### src/rtl/mvau_sched_pkg.sv
// Shared types and helpers for the MVAU weight-memory scheduler.
//   sched_state_t : scheduler FSM state
//   clog2_min1    : address/counter width, never narrower than one bit
package mvau_sched_pkg;

  typedef enum logic [0:0] {IDLE, RUN} sched_state_t;

  function automatic int unsigned clog2_min1(input int unsigned x);
    return (x > 1) ? $clog2(x) : 1;
  endfunction

endpackage

### src/rtl/mvau_fold_counter.sv
// Wrapping fold counter, chained last -> en to build nested loops.
//   aclk, aresetn : clock, async active-low reset
//   en            : step the counter
//   clr           : synchronous clear back to 0
//   cnt           : current count, 0..MAX-1
//   last          : en && cnt == MAX-1 (this step wraps, i.e. carries outward)
module mvau_fold_counter
  import mvau_sched_pkg::*;
#(
  parameter int unsigned MAX    = 2,
  parameter int unsigned CNT_BW = clog2_min1(MAX)
) (
  input  logic              aclk,
  input  logic              aresetn,
  input  logic              en,
  input  logic              clr,
  output logic [CNT_BW-1:0] cnt,
  output logic              last
);

  localparam logic [CNT_BW-1:0] CntMax = CNT_BW'(MAX - 1);

  logic [CNT_BW-1:0] cnt_q;

  assign cnt  = cnt_q;
  // With MAX == 1 the count is stuck at 0 and every step is a wrap.
  assign last = en && (cnt_q == CntMax);

  always_ff @(posedge aclk or negedge aresetn) begin
    if (!aresetn) begin
      cnt_q <= '0;
    end else if (clr) begin
      cnt_q <= '0;
    end else if (en) begin
      cnt_q <= last ? '0 : cnt_q + CNT_BW'(1);
    end
  end

endmodule

### src/rtl/mvau_wmem_sched.sv
// Weight-memory scheduler for one MVAU batch unit.
// Walks the weight memory over SF (inner) x NF x NUM_VEC, drives the input
// buffer (capture on the first NF pass, replay afterwards) and tags each
// delivered weight with fold-boundary flags.
//   aclk, aresetn   : clock, async active-low reset
//   start           : pulse to begin an image (ignored while busy)
//   act_valid       : activation word available (only consulted when nf_cnt == 0)
//   out_stall       : downstream cannot take a weight this cycle
//   wmem_addr       : weight-memory read address (combinational)
//   inbuf_addr      : input-buffer slot (= sf_cnt)
//   inbuf_wr        : capture the stream word into inbuf_addr
//   act_ready       : stream word consumed (== inbuf_wr)
//   w_valid         : memory output word is valid
//   sf/nf/vec_last  : fold-boundary flags aligned with w_valid
//   busy            : image in progress
//   done            : one-cycle pulse with the final weight
module mvau_wmem_sched
  import mvau_sched_pkg::*;
#(
  parameter int unsigned SF            = 2,
  parameter int unsigned NF            = 2,
  parameter int unsigned NUM_VEC       = 4,
  parameter int unsigned WMEM_DEPTH    = SF * NF,
  parameter int unsigned WMEM_ADDR_BW  = clog2_min1(WMEM_DEPTH),
  parameter int unsigned INBUF_ADDR_BW = clog2_min1(SF)
) (
  input  logic                     aclk,
  input  logic                     aresetn,
  input  logic                     start,
  input  logic                     act_valid,
  input  logic                     out_stall,
  output logic [WMEM_ADDR_BW-1:0]  wmem_addr,
  output logic [INBUF_ADDR_BW-1:0] inbuf_addr,
  output logic                     inbuf_wr,
  output logic                     act_ready,
  output logic                     w_valid,
  output logic                     sf_last,
  output logic                     nf_last,
  output logic                     vec_last,
  output logic                     busy,
  output logic                     done
);

  localparam int unsigned NF_BW  = clog2_min1(NF);
  localparam int unsigned VEC_BW = clog2_min1(NUM_VEC);

  localparam logic [WMEM_ADDR_BW-1:0]  AddrMax = WMEM_ADDR_BW'(WMEM_DEPTH - 1);
  localparam logic [INBUF_ADDR_BW-1:0] SfMax   = INBUF_ADDR_BW'(SF - 1);
  localparam logic [NF_BW-1:0]         NfMax   = NF_BW'(NF - 1);
  localparam logic [VEC_BW-1:0]        VecMax  = VEC_BW'(NUM_VEC - 1);

  sched_state_t state_q;

  logic [WMEM_ADDR_BW-1:0]  addr_cnt_q;
  logic [WMEM_ADDR_BW-1:0]  issued_q;
  logic [INBUF_ADDR_BW-1:0] sf_cnt;
  logic [NF_BW-1:0]         nf_cnt;
  logic [VEC_BW-1:0]        vec_cnt;

  logic sf_wrap, nf_wrap, vec_wrap;
  logic first_pass, advance, clr;
  logic sf_last_d, nf_last_d, vec_last_d;
  logic w_valid_q, sf_last_q, nf_last_q, vec_last_q, done_q;

  assign first_pass = (nf_cnt == '0);
  // Replay passes never wait on the input stream.
  assign advance    = (state_q == RUN) && !out_stall && (first_pass ? act_valid : 1'b1);
  assign clr        = (state_q == IDLE) && start;

  mvau_fold_counter #(.MAX(SF), .CNT_BW(INBUF_ADDR_BW)) u_sf_cnt (
    .aclk    (aclk),
    .aresetn (aresetn),
    .en      (advance),
    .clr     (clr),
    .cnt     (sf_cnt),
    .last    (sf_wrap)
  );

  mvau_fold_counter #(.MAX(NF), .CNT_BW(NF_BW)) u_nf_cnt (
    .aclk    (aclk),
    .aresetn (aresetn),
    .en      (sf_wrap),
    .clr     (clr),
    .cnt     (nf_cnt),
    .last    (nf_wrap)
  );

  mvau_fold_counter #(.MAX(NUM_VEC), .CNT_BW(VEC_BW)) u_vec_cnt (
    .aclk    (aclk),
    .aresetn (aresetn),
    .en      (nf_wrap),
    .clr     (clr),
    .cnt     (vec_cnt),
    .last    (vec_wrap)
  );

  assign sf_last_d  = (sf_cnt == SfMax);
  assign nf_last_d  = (nf_cnt == NfMax) && sf_last_d;
  assign vec_last_d = (vec_cnt == VecMax) && nf_last_d;

  // Re-present the last issued address when nothing advances, so the
  // memory's registered output stays frozen under stall.
  assign wmem_addr  = advance ? addr_cnt_q : issued_q;
  assign inbuf_addr = sf_cnt;
  assign inbuf_wr   = advance && first_pass;
  assign act_ready  = inbuf_wr;

  assign w_valid  = w_valid_q;
  assign sf_last  = sf_last_q;
  assign nf_last  = nf_last_q;
  assign vec_last = vec_last_q;
  assign busy     = (state_q == RUN);
  assign done     = done_q;

  always_ff @(posedge aclk or negedge aresetn) begin
    if (!aresetn) begin
      state_q    <= IDLE;
      addr_cnt_q <= '0;
      issued_q   <= '0;
      w_valid_q  <= 1'b0;
      sf_last_q  <= 1'b0;
      nf_last_q  <= 1'b0;
      vec_last_q <= 1'b0;
      done_q     <= 1'b0;
    end else begin
      done_q <= vec_wrap;

      case (state_q)
        IDLE: if (start) state_q <= RUN;
        RUN:  if (vec_wrap) state_q <= IDLE;
      endcase

      if (advance) begin
        addr_cnt_q <= (addr_cnt_q == AddrMax) ? '0 : addr_cnt_q + WMEM_ADDR_BW'(1);
        issued_q   <= addr_cnt_q;
        w_valid_q  <= 1'b1;
        sf_last_q  <= sf_last_d;
        nf_last_q  <= nf_last_d;
        vec_last_q <= vec_last_d;
      end else if (!out_stall) begin
        w_valid_q  <= 1'b0;
        sf_last_q  <= 1'b0;
        nf_last_q  <= 1'b0;
        vec_last_q <= 1'b0;
      end
    end
  end

endmodule

### config.mk
export PLATFORM = sky130hd
export DESIGN_NAME = mvau_wmem_sched
export DESIGN_NICKNAME = d
export VERILOG_FILES = /design/src/rtl/mvau_sched_pkg.sv /design/src/rtl/mvau_fold_counter.sv /design/src/rtl/mvau_wmem_sched.sv
export SDC_FILE = /design/constraint.sdc
export NUM_CORES = 1
export LEC_CHECK = 0
export CAP_MARGIN = 30
export CORE_ASPECT_RATIO = 1.5
export CORE_UTILIZATION = 25
export CTS_CLUSTER_DIAMETER = 200
export DETAILED_ROUTE_END_ITERATION = 6
export PLACE_DENSITY = 0.49
export SYNTH_ARGS = -nofsm -noshare
export SYNTH_HDL_FRONTEND = slang
export SYNTH_SLANG_ARGS = --single-unit
### constraint.sdc
create_clock -name aclk -period 2.4 [get_ports aclk]
set_input_delay 0.36 -clock aclk [delete_from_list [all_inputs] [get_ports aclk]]
set_output_delay 0.36 -clock aclk [all_outputs]
set_load 0.1 [all_outputs]
Word-level counts from Yosys, hierarchy flattened
Index checks and enable logic that the tools add are counted.

storage, ports and cells
  output and inout bits = 11
  bits in registers = 14
  word-level logic and storage cells = 53

operators by class
  equality and inequality tests = 3
  bitwise logic cells = 2
  mux-type cells = 20
  reductions and logical operators = 13
  add/subtract/negate cells = 4

operators by type and width
  operator                                       count
  two-way mux 1 bit                              14
  two-way mux 2 bit                              5
  logical AND 1 bit                              9
  nonzero test 2 bit                             3
  adder 2 x 1 -> 2 bit, second input constant    2
  equality test 2 bit, second input constant     2
  adder 1 bit, second input constant             2
  != test 2 x 1 -> 1 bit, second input constant  1
  NOT 1 bit                                      2
  case mux 1 bit (2 select lines)                1
  logical NOT 1 bit                              1

Logic depth before layout (Yosys ltp)
Gate-level depths: netlist of the first run.

  depth in word-level cells = 9
  depth in mapped cells = 4
  mapped depth without buffers = 3

Modules after synthesis
A second synthesis of the first run with hierarchy kept.

second synthesis, totals
  cells, all modules = 50
  area total of the unflattened synthesis = 628.1 µm²

modules (own cells, without submodules)
  module                            cells an instance  area each (µm²)  times used
  mvau_wmem_sched                   33                 431.7            1
  mvau_fold_counter (u_vec_cnt)     9                  106.4            1
  mvau_fold_counter (u_nf_cnt ...)  4                  45.0             2

Worst setup path before layout of the first run
Ideal clock, no wire load.

  path kind = register to output
  start point = register state_q (netlist: busy)
  end point = output inbuf_wr
  path slack = -0.395 ns
  path buffers = 1
  stages on the path, launching flop included = 4
  arrival = 2.435 ns
  cells stage by stage = dfrtp_1 -> nor3b_4 -> and2_2 -> buf_4

between the ends
  longest elaborated chain between the ends = 3

ends and longest elaborated chain
  element                          line                    source
  start, declared                  mvau_wmem_sched.sv:52   sched_state_t state_q;
  start signal, assigned           mvau_wmem_sched.sv:117  state_q <= IDLE;
  start signal, assigned           mvau_wmem_sched.sv:129  IDLE: if (start) state_q <= RUN;
  start signal, assigned           mvau_wmem_sched.sv:130  RUN: if (vec_wrap) state_q <= IDLE;
  logical AND 1 bit (2 in series)  mvau_wmem_sched.sv:67   assign advance = (state_q == RUN) && !out_stall && (first_pass ? act_valid : 1'b1);
  logical AND 1 bit                mvau_wmem_sched.sv:105  assign inbuf_wr = advance && first_pass;
  end, declared                    mvau_wmem_sched.sv:34   output logic inbuf_wr,

Every way passes these cells.

Worst setup path in the final report of the first run
  start point = input act_valid
  end point = output wmem_addr[0]

between the ends
  longest elaborated chain between the ends = 3

ends and longest elaborated chain
  element            line                   source
  start, declared    mvau_wmem_sched.sv:30  input logic act_valid,
  two-way mux 1 bit  mvau_wmem_sched.sv:67
  logical AND 1 bit  mvau_wmem_sched.sv:67
  two-way mux 2 bit  -
  end, declared      mvau_wmem_sched.sv:32  output logic [WMEM_ADDR_BW-1:0] wmem_addr,

Every way passes these cells.

==> metrics.md, run 1 <==
| Metric | Value |
|---|---|
| Nets | 76 |
| Slew margin rel. | 0.575 |
| Pre-antenna DRT Iters | 4 |
| Final slew viol count | 0 |
| Mean Syn Cell Area | 12.8 um2 |
| Clock Skews | 7.37 ps |
| Post-CTS Hold Fix Bufs | 0 |
| N_diodes | 0 |
| Port Buffer Count | 15 |
| Synth cell count leaders | dfrtp_1, nand2_1, mux2_4 |
| Antenna violations before repair | 0 |
| Postcts setup bufs | 0 |
| Ys Warns | 0 |
| DIE AREA | 0.00272 mm2 |
| CTS Sinks | 14 |
| Ratio of final minimum period to clock period | 0.862 |
| R2r worst-path depth | 4 |
| Multi-input gate area | 263 um2 |
| Hold crit path type | primary input to asynchronous set/reset pin |
| Number of synthesized register bits | 14 |
| EDFF count, synth | 0 |
| Reg2Reg Setup Slack | 1000 ps |
| Crit path time final | 2070 ps |
| Req. time, crit path | 2040 ps |
| Vias | 431 |
| Synth cell types | 24 |
| Number of buffers created by CTS | 3 |
| Count leader, synth | dfrtp_1 |
| # resized after CTS | 0 |
| Top FF cell, synth | dfrtp_1 |
| Arrival @ worst endpoint | 1710 ps |
| Seq. cell area | 352 um2 |
| Pin count of the biggest net entering global routing | 15 |
| Grt total ovfl | 0 |
| CP endpoint kind | primary output |
| Hold Violations, Final | 0 |
| Critical path startpoint category | primary input |
| CTS tree | yes |
| Post-synth top area share | 0.558 |
| Core Area | 0.00231 mm2 |
| Row cnt | 21 |
| Mapped cell area | 628 um2 |
| HPWL after DPL | 825 um |
| Max clock buf depth | 2 |
| Starting Density | 0.272 |
| MaxCap Viol Count | 0 |
| Asr flop ratio synth | 1.00 |
| Width of the chip | 42.9 um |
| DRT iter0 DRCs | 7 |
| FMAX | 484 MHz |
| Sequential share of the synthesized area | 0.558 |
| Chip height | 63.4 um |
| Syn Inst Count | 49 |
| Syn_nets | 56 |
| Placer Congestion | 0.647 |
| Status | completed |
| Max FO, Critical Path | 4 |
| Antenna Nets Post-Route | 0 |
| Area grow syn2layout | 38.6% |
| Detailed Route WL | 1100 um |
| CTS root buf | clkbuf_4 |
| Vias in the first global route | 390 |
| Layout cells sized above 1 | 0.397 |
| Via density | 4.74 |
| Worst Setup Path Type | primary input to primary output |
| Area leader, netlist | dfrtp_1 |
| Fin Setup TNS | 0 ps |
| WL/cell | 12.1 um |
| GRT Total Usage | 0.0929 |
| Final setup vio count | 0 |
| CTS H-tree depth | 1 |
| Clk_lat worst skew | 280 ps |
| # DRC | 0 |
| Top Ports | 16 |
| # fillers | 232 |
| RSZ-0062 raised after global routing | no |
| Worst-margin pin slew | 636 ps |
| Clk pin slew, worst setup/hold paths | 90 ps |
| First-pass GRT wire length | 1840 um |
| Synth area leaders | dfrtp_1, mux2_4, ha_1 |
[worst max-delay path, cell delays in order]
cell             delay (ps)
clkdlybuf4s50_1         490
nor2_2                   50
nor3b_4                 270
mux2_4                  350
buf_12                  170
[flip-flops by register name, summed over array words and instances (netlist names)]
register,count
addr_cnt_q,2
issued_q,2
u_vec_cnt.cnt,2
busy,1
done,1
nf_last,1
sf_last,1
u_nf_cnt.cnt,1
u_sf_cnt.cnt,1
vec_last,1
w_valid,1
[per-layer routing]
| metal | global-route usage | vias to the layer above | wire length (um) |
|---|---|---|---|
| met5 | 0 | - | 0 |
| met4 | 0.0703 | 0 | 10 |
| met3 | 0.0201 | 2 | 56 |
| met2 | 0.117 | 12 | 496 |
| met1 | 0.133 | 207 | 534 |
| li1 | - | 210 | - |
[path summary, 6_finish.rpt]
check,end,startpoint
worst max-delay path,wmem_addr[0],act_valid
worst min-delay path,addr_cnt_q[0]$_DFFE_PN0N_,aresetn
worst max register to register,addr_cnt_q[1]$_DFFE_PN0N_,u_nf_cnt.cnt$_DFFE_PN0P_
worst min register to register,vec_last$_DFFE_PN0P_,vec_last$_DFFE_PN0P_
max in group asynchronous,busy$_DFF_PN0_,aresetn
min in group aclk,vec_last$_DFFE_PN0P_,vec_last$_DFFE_PN0P_
[cells in the final DEF (no fill, tap or decap)]
| cell type | count |
|---|---|
| o2bb2ai_1 | 1 |
| dfrtp_1 | 13 |
| a22o_1 | 1 |
| clkbuf_4 | 3 |
| buf_4 | 9 |
| inv_1 | 1 |
| mux2_4 | 4 |
| clkbuf_8 | 1 |
| ha_1 | 2 |
| clkdlybuf4s50_1 | 4 |
| o31ai_1 | 1 |
| nor2_2 | 1 |
| a21o_2 | 1 |
| nor2_1 | 3 |
| nand4b_1 | 1 |
| dfrtp_2 | 1 |
| a21o_1 | 1 |
| buf_12 | 4 |
| and2_1 | 1 |
| and4b_2 | 1 |
| mux2i_1 | 1 |
| a41o_1 | 1 |
| nand2b_1 | 1 |
| and2_4 | 1 |
| nor2b_1 | 1 |
| nand3_1 | 2 |
| nand2_1 | 6 |
| nor3b_4 | 1 |
[through the flow]
stage	utilization	std cells	setup WS [ps]	hold WS [ps]	area [um2]
CTS	0.377	91	325	494	871
detailed placement	0.361	87	327	474	835
global placement	0.361	87	336	467	835
global route	0.377	91	284	508	871
floorplan	-	49	94.6	64.4	631
finish	0.377	91	332	468	871
[layout make-up]
| type | count | area share |
|---|---|---|
| Sequential cell | 14 | 0.404 |
| Multi-Input combinational cell | 32 | 0.302 |
| Timing Repair Buffer | 17 | 0.216 |
| Clock buffer | 4 | 0.0417 |
| Tap cell | 23 | 0.0330 |
| Inverter | 1 | 0.00431 |
[cells by family (layout without fill, tap and decap cells)]
| group | after synthesis | in the layout | share of synthesized area |
|---|---|---|---|
| simple gates | 19 | 19 | 0.183 |
| mux | 5 | 5 | 0.112 |
| buf+inv | 3 | 22 | 0.0259 |
| compound gates | 6 | 6 | 0.0817 |
| fa+ha+maj | 2 | 2 | 0.0398 |
| flops | 14 | 14 | 0.558 |
Power of run 1 is left out: the tool's default activity adds up to more than one toggle a clock period on the data nets, which glitch-free logic cannot reach.
==> run 2: changes to the inputs <==
--- a/config.mk
+++ b/config.mk
@@ -8,8 +8,8 @@
 export CAP_MARGIN = 30
 export CORE_ASPECT_RATIO = 1.5
 export CORE_UTILIZATION = 25
-export CTS_CLUSTER_DIAMETER = 200
 export DETAILED_ROUTE_END_ITERATION = 6
+export HOLD_SLACK_MARGIN = 0.08
 export PLACE_DENSITY = 0.49
 export SYNTH_ARGS = -nofsm -noshare
 export SYNTH_HDL_FRONTEND = slang
==> results of run 2 <==
Final layout, timing and power as in run 1 (identical DEF).
Power of run 2 is left out for the same reason.
==> RTL change, RTL diff (settings of run 1) <==
Reset style: synchronous (`aresetn`), changed in 2 clocked blocks. Comments in the files are not updated.
--- a/src/rtl/mvau_fold_counter.sv
+++ b/src/rtl/mvau_fold_counter.sv
@@ -26,7 +26,7 @@
   // With MAX == 1 the count is stuck at 0 and every step is a wrap.
   assign last = en && (cnt_q == CntMax);
 
-  always_ff @(posedge aclk or negedge aresetn) begin
+  always_ff @(posedge aclk) begin
     if (!aresetn) begin
       cnt_q <= '0;
     end else if (clr) begin
--- a/src/rtl/mvau_wmem_sched.sv
+++ b/src/rtl/mvau_wmem_sched.sv
@@ -112,7 +112,7 @@
   assign busy     = (state_q == RUN);
   assign done     = done_q;
 
-  always_ff @(posedge aclk or negedge aresetn) begin
+  always_ff @(posedge aclk) begin
     if (!aresetn) begin
       state_q    <= IDLE;
       addr_cnt_q <= '0;
Check against the original RTL: differs if aresetn is asserted again (counterexample within 4 cycles, from zero or initial values and one cycle with aresetn low); with aresetn held inactive, the same outputs for 10 cycles.
==> RTL change against run 1 <==
  * Setup slack better by 110 ps
  * Sequential cell count unchanged
  * Global-route usage up 3.4 points
  * Design area down 5.9%
  * Area after synthesis down 8.0%
  * Clock skew down 3.5 ps
  * Routed wire length up 21%
  * Highest routed layer unchanged
==> RTL change: results (changes against run 1) <==
* Path depth of the worst reg2reg path at 3 (-1)
* Routed wl met3 at 48 um (-14%)
* Inverters at 3 (+2)
* Total routed wirelength at 1.324 mm (+21%)
* Pin count of the biggest net entering global routing at 10 (-5)
* NonClk Buf Share at 21.98% (+0.43 points)
* Post-layout instance area at 819.5 um^2 (-5.9%)
* GR Util met3 at 2.198% (+0.19 points)
* GP Congestion at 0.7185 (+11%)
* FFs & Latches at 14 (unchanged)
* Slew Limit Headroom at 70.37% (+13 points)
* Vias per cell at 5.103 (+7.7%)
* Top post-synthesis cells by area: dfxtp_1 (48%), a21oi_1 (9.5%), o21ai_0 (6.1%)
* DP Wirelength at 982.1 um (+19%)
* RR Endpoint: u_nf_cnt.cnt
* Critical Path Source: out_stall
* DR WL met2 at 721 um (+45%)
* Register area share after synthesis at 48.48% (-7.3 points)
* Max Clock Skew at 3.838 ps (-3.536 ps)
* Routing usage on met1 at 16.10% (+2.8 points)
* Mean area per synthesized cell at 8.628 um^2 (-33%)
* Vias in the first global route at 464 (+19%)
* Number of fill cells at 245 (+5.6%)
* Synthesis-to-layout area growth at 41.77%
* Met1 Wirelength at 541 um (+1.3%)
* Seq/total area at 34.66% (-5.7 points)
* DP Cell Count at 103 (+18%)
* Global-route wire length before repair at 2.118 mm (+15%)
* Hold WS at 457.3 ps (-10.67 ps)
* Synth cell count leaders: dfxtp_1 (14), a21oi_1 (11), nand2_1 (8)
* Placement Setup Slack at 432.7 ps (+105.8 ps)
* Reg-to-Reg Start: u_nf_cnt.cnt
* CP Capture Point: inbuf_wr
* Synthesized Nets at 74 (+32%)
* Layout cell share with drive strength beyond 1 at 25.00% (-15 points)
* Async set or reset register ratio after synthesis at 0% (-100 points)
* Post-synthesis cell type count at 22 (-8.3%)
* Crit path DAT at 1590 ps (-120 ps)
* Outcome: finished clean
* Met2 usage at 18.97% (+7.2 points)
* Multi-input logic area at 279.0 um^2 (+6.2%)
* Post-route worst setup slack at 446.7 ps (+114.6 ps)
* GR Util All Layers at 12.68% (+3.4 points)
* Clock-cell share of area at 4.427% (+0.26 points)
* Nets@finish at 92 (+21%)
* Signal buffers at 16 (-1)
* WL/cell at 12.37 um (+2.6%)
* #MultiIn Comb at 47 (+47%)
## RTL change: cell types whose count changed in the layout (fill, tap and decap cells not counted), sizes merged, moves of 2 or more
cell,change
dfrtp,-14
o21ai,+7
or4,+2
dfxtp,+14
a21o,-2
mux2,-4
nand3,+3
a21oi,+11
nand2,+2
and2,-2
## RTL change: where the power goes
group	leakage [nW]	internal [mW]	total (mW)	switching, mW
clock	0.0210	0.0923	0.171	0.0790
combinational	0.204	0.0218	0.0666	0.0448
sequential	0.114	0.235	0.240	0.00438
total	0.339	0.349	0.478	0.128
## RTL change: cells by family after synthesis
group / synth area share, %
AO/OA/AOI/OAI: 17.31
adder cells (fa/ha/maj): 4.328
buffers and inverters: 4.545
flip-flops: 48.49
multiplexers: 1.732
AND/OR/NAND/NOR: 23.59
## RTL change: worst max-delay path: stages
cell and delay, ps:
clkdlybuf4s50_1 440, and2b_2 300, nand2_1 120, nor2_4 180, buf_12 190
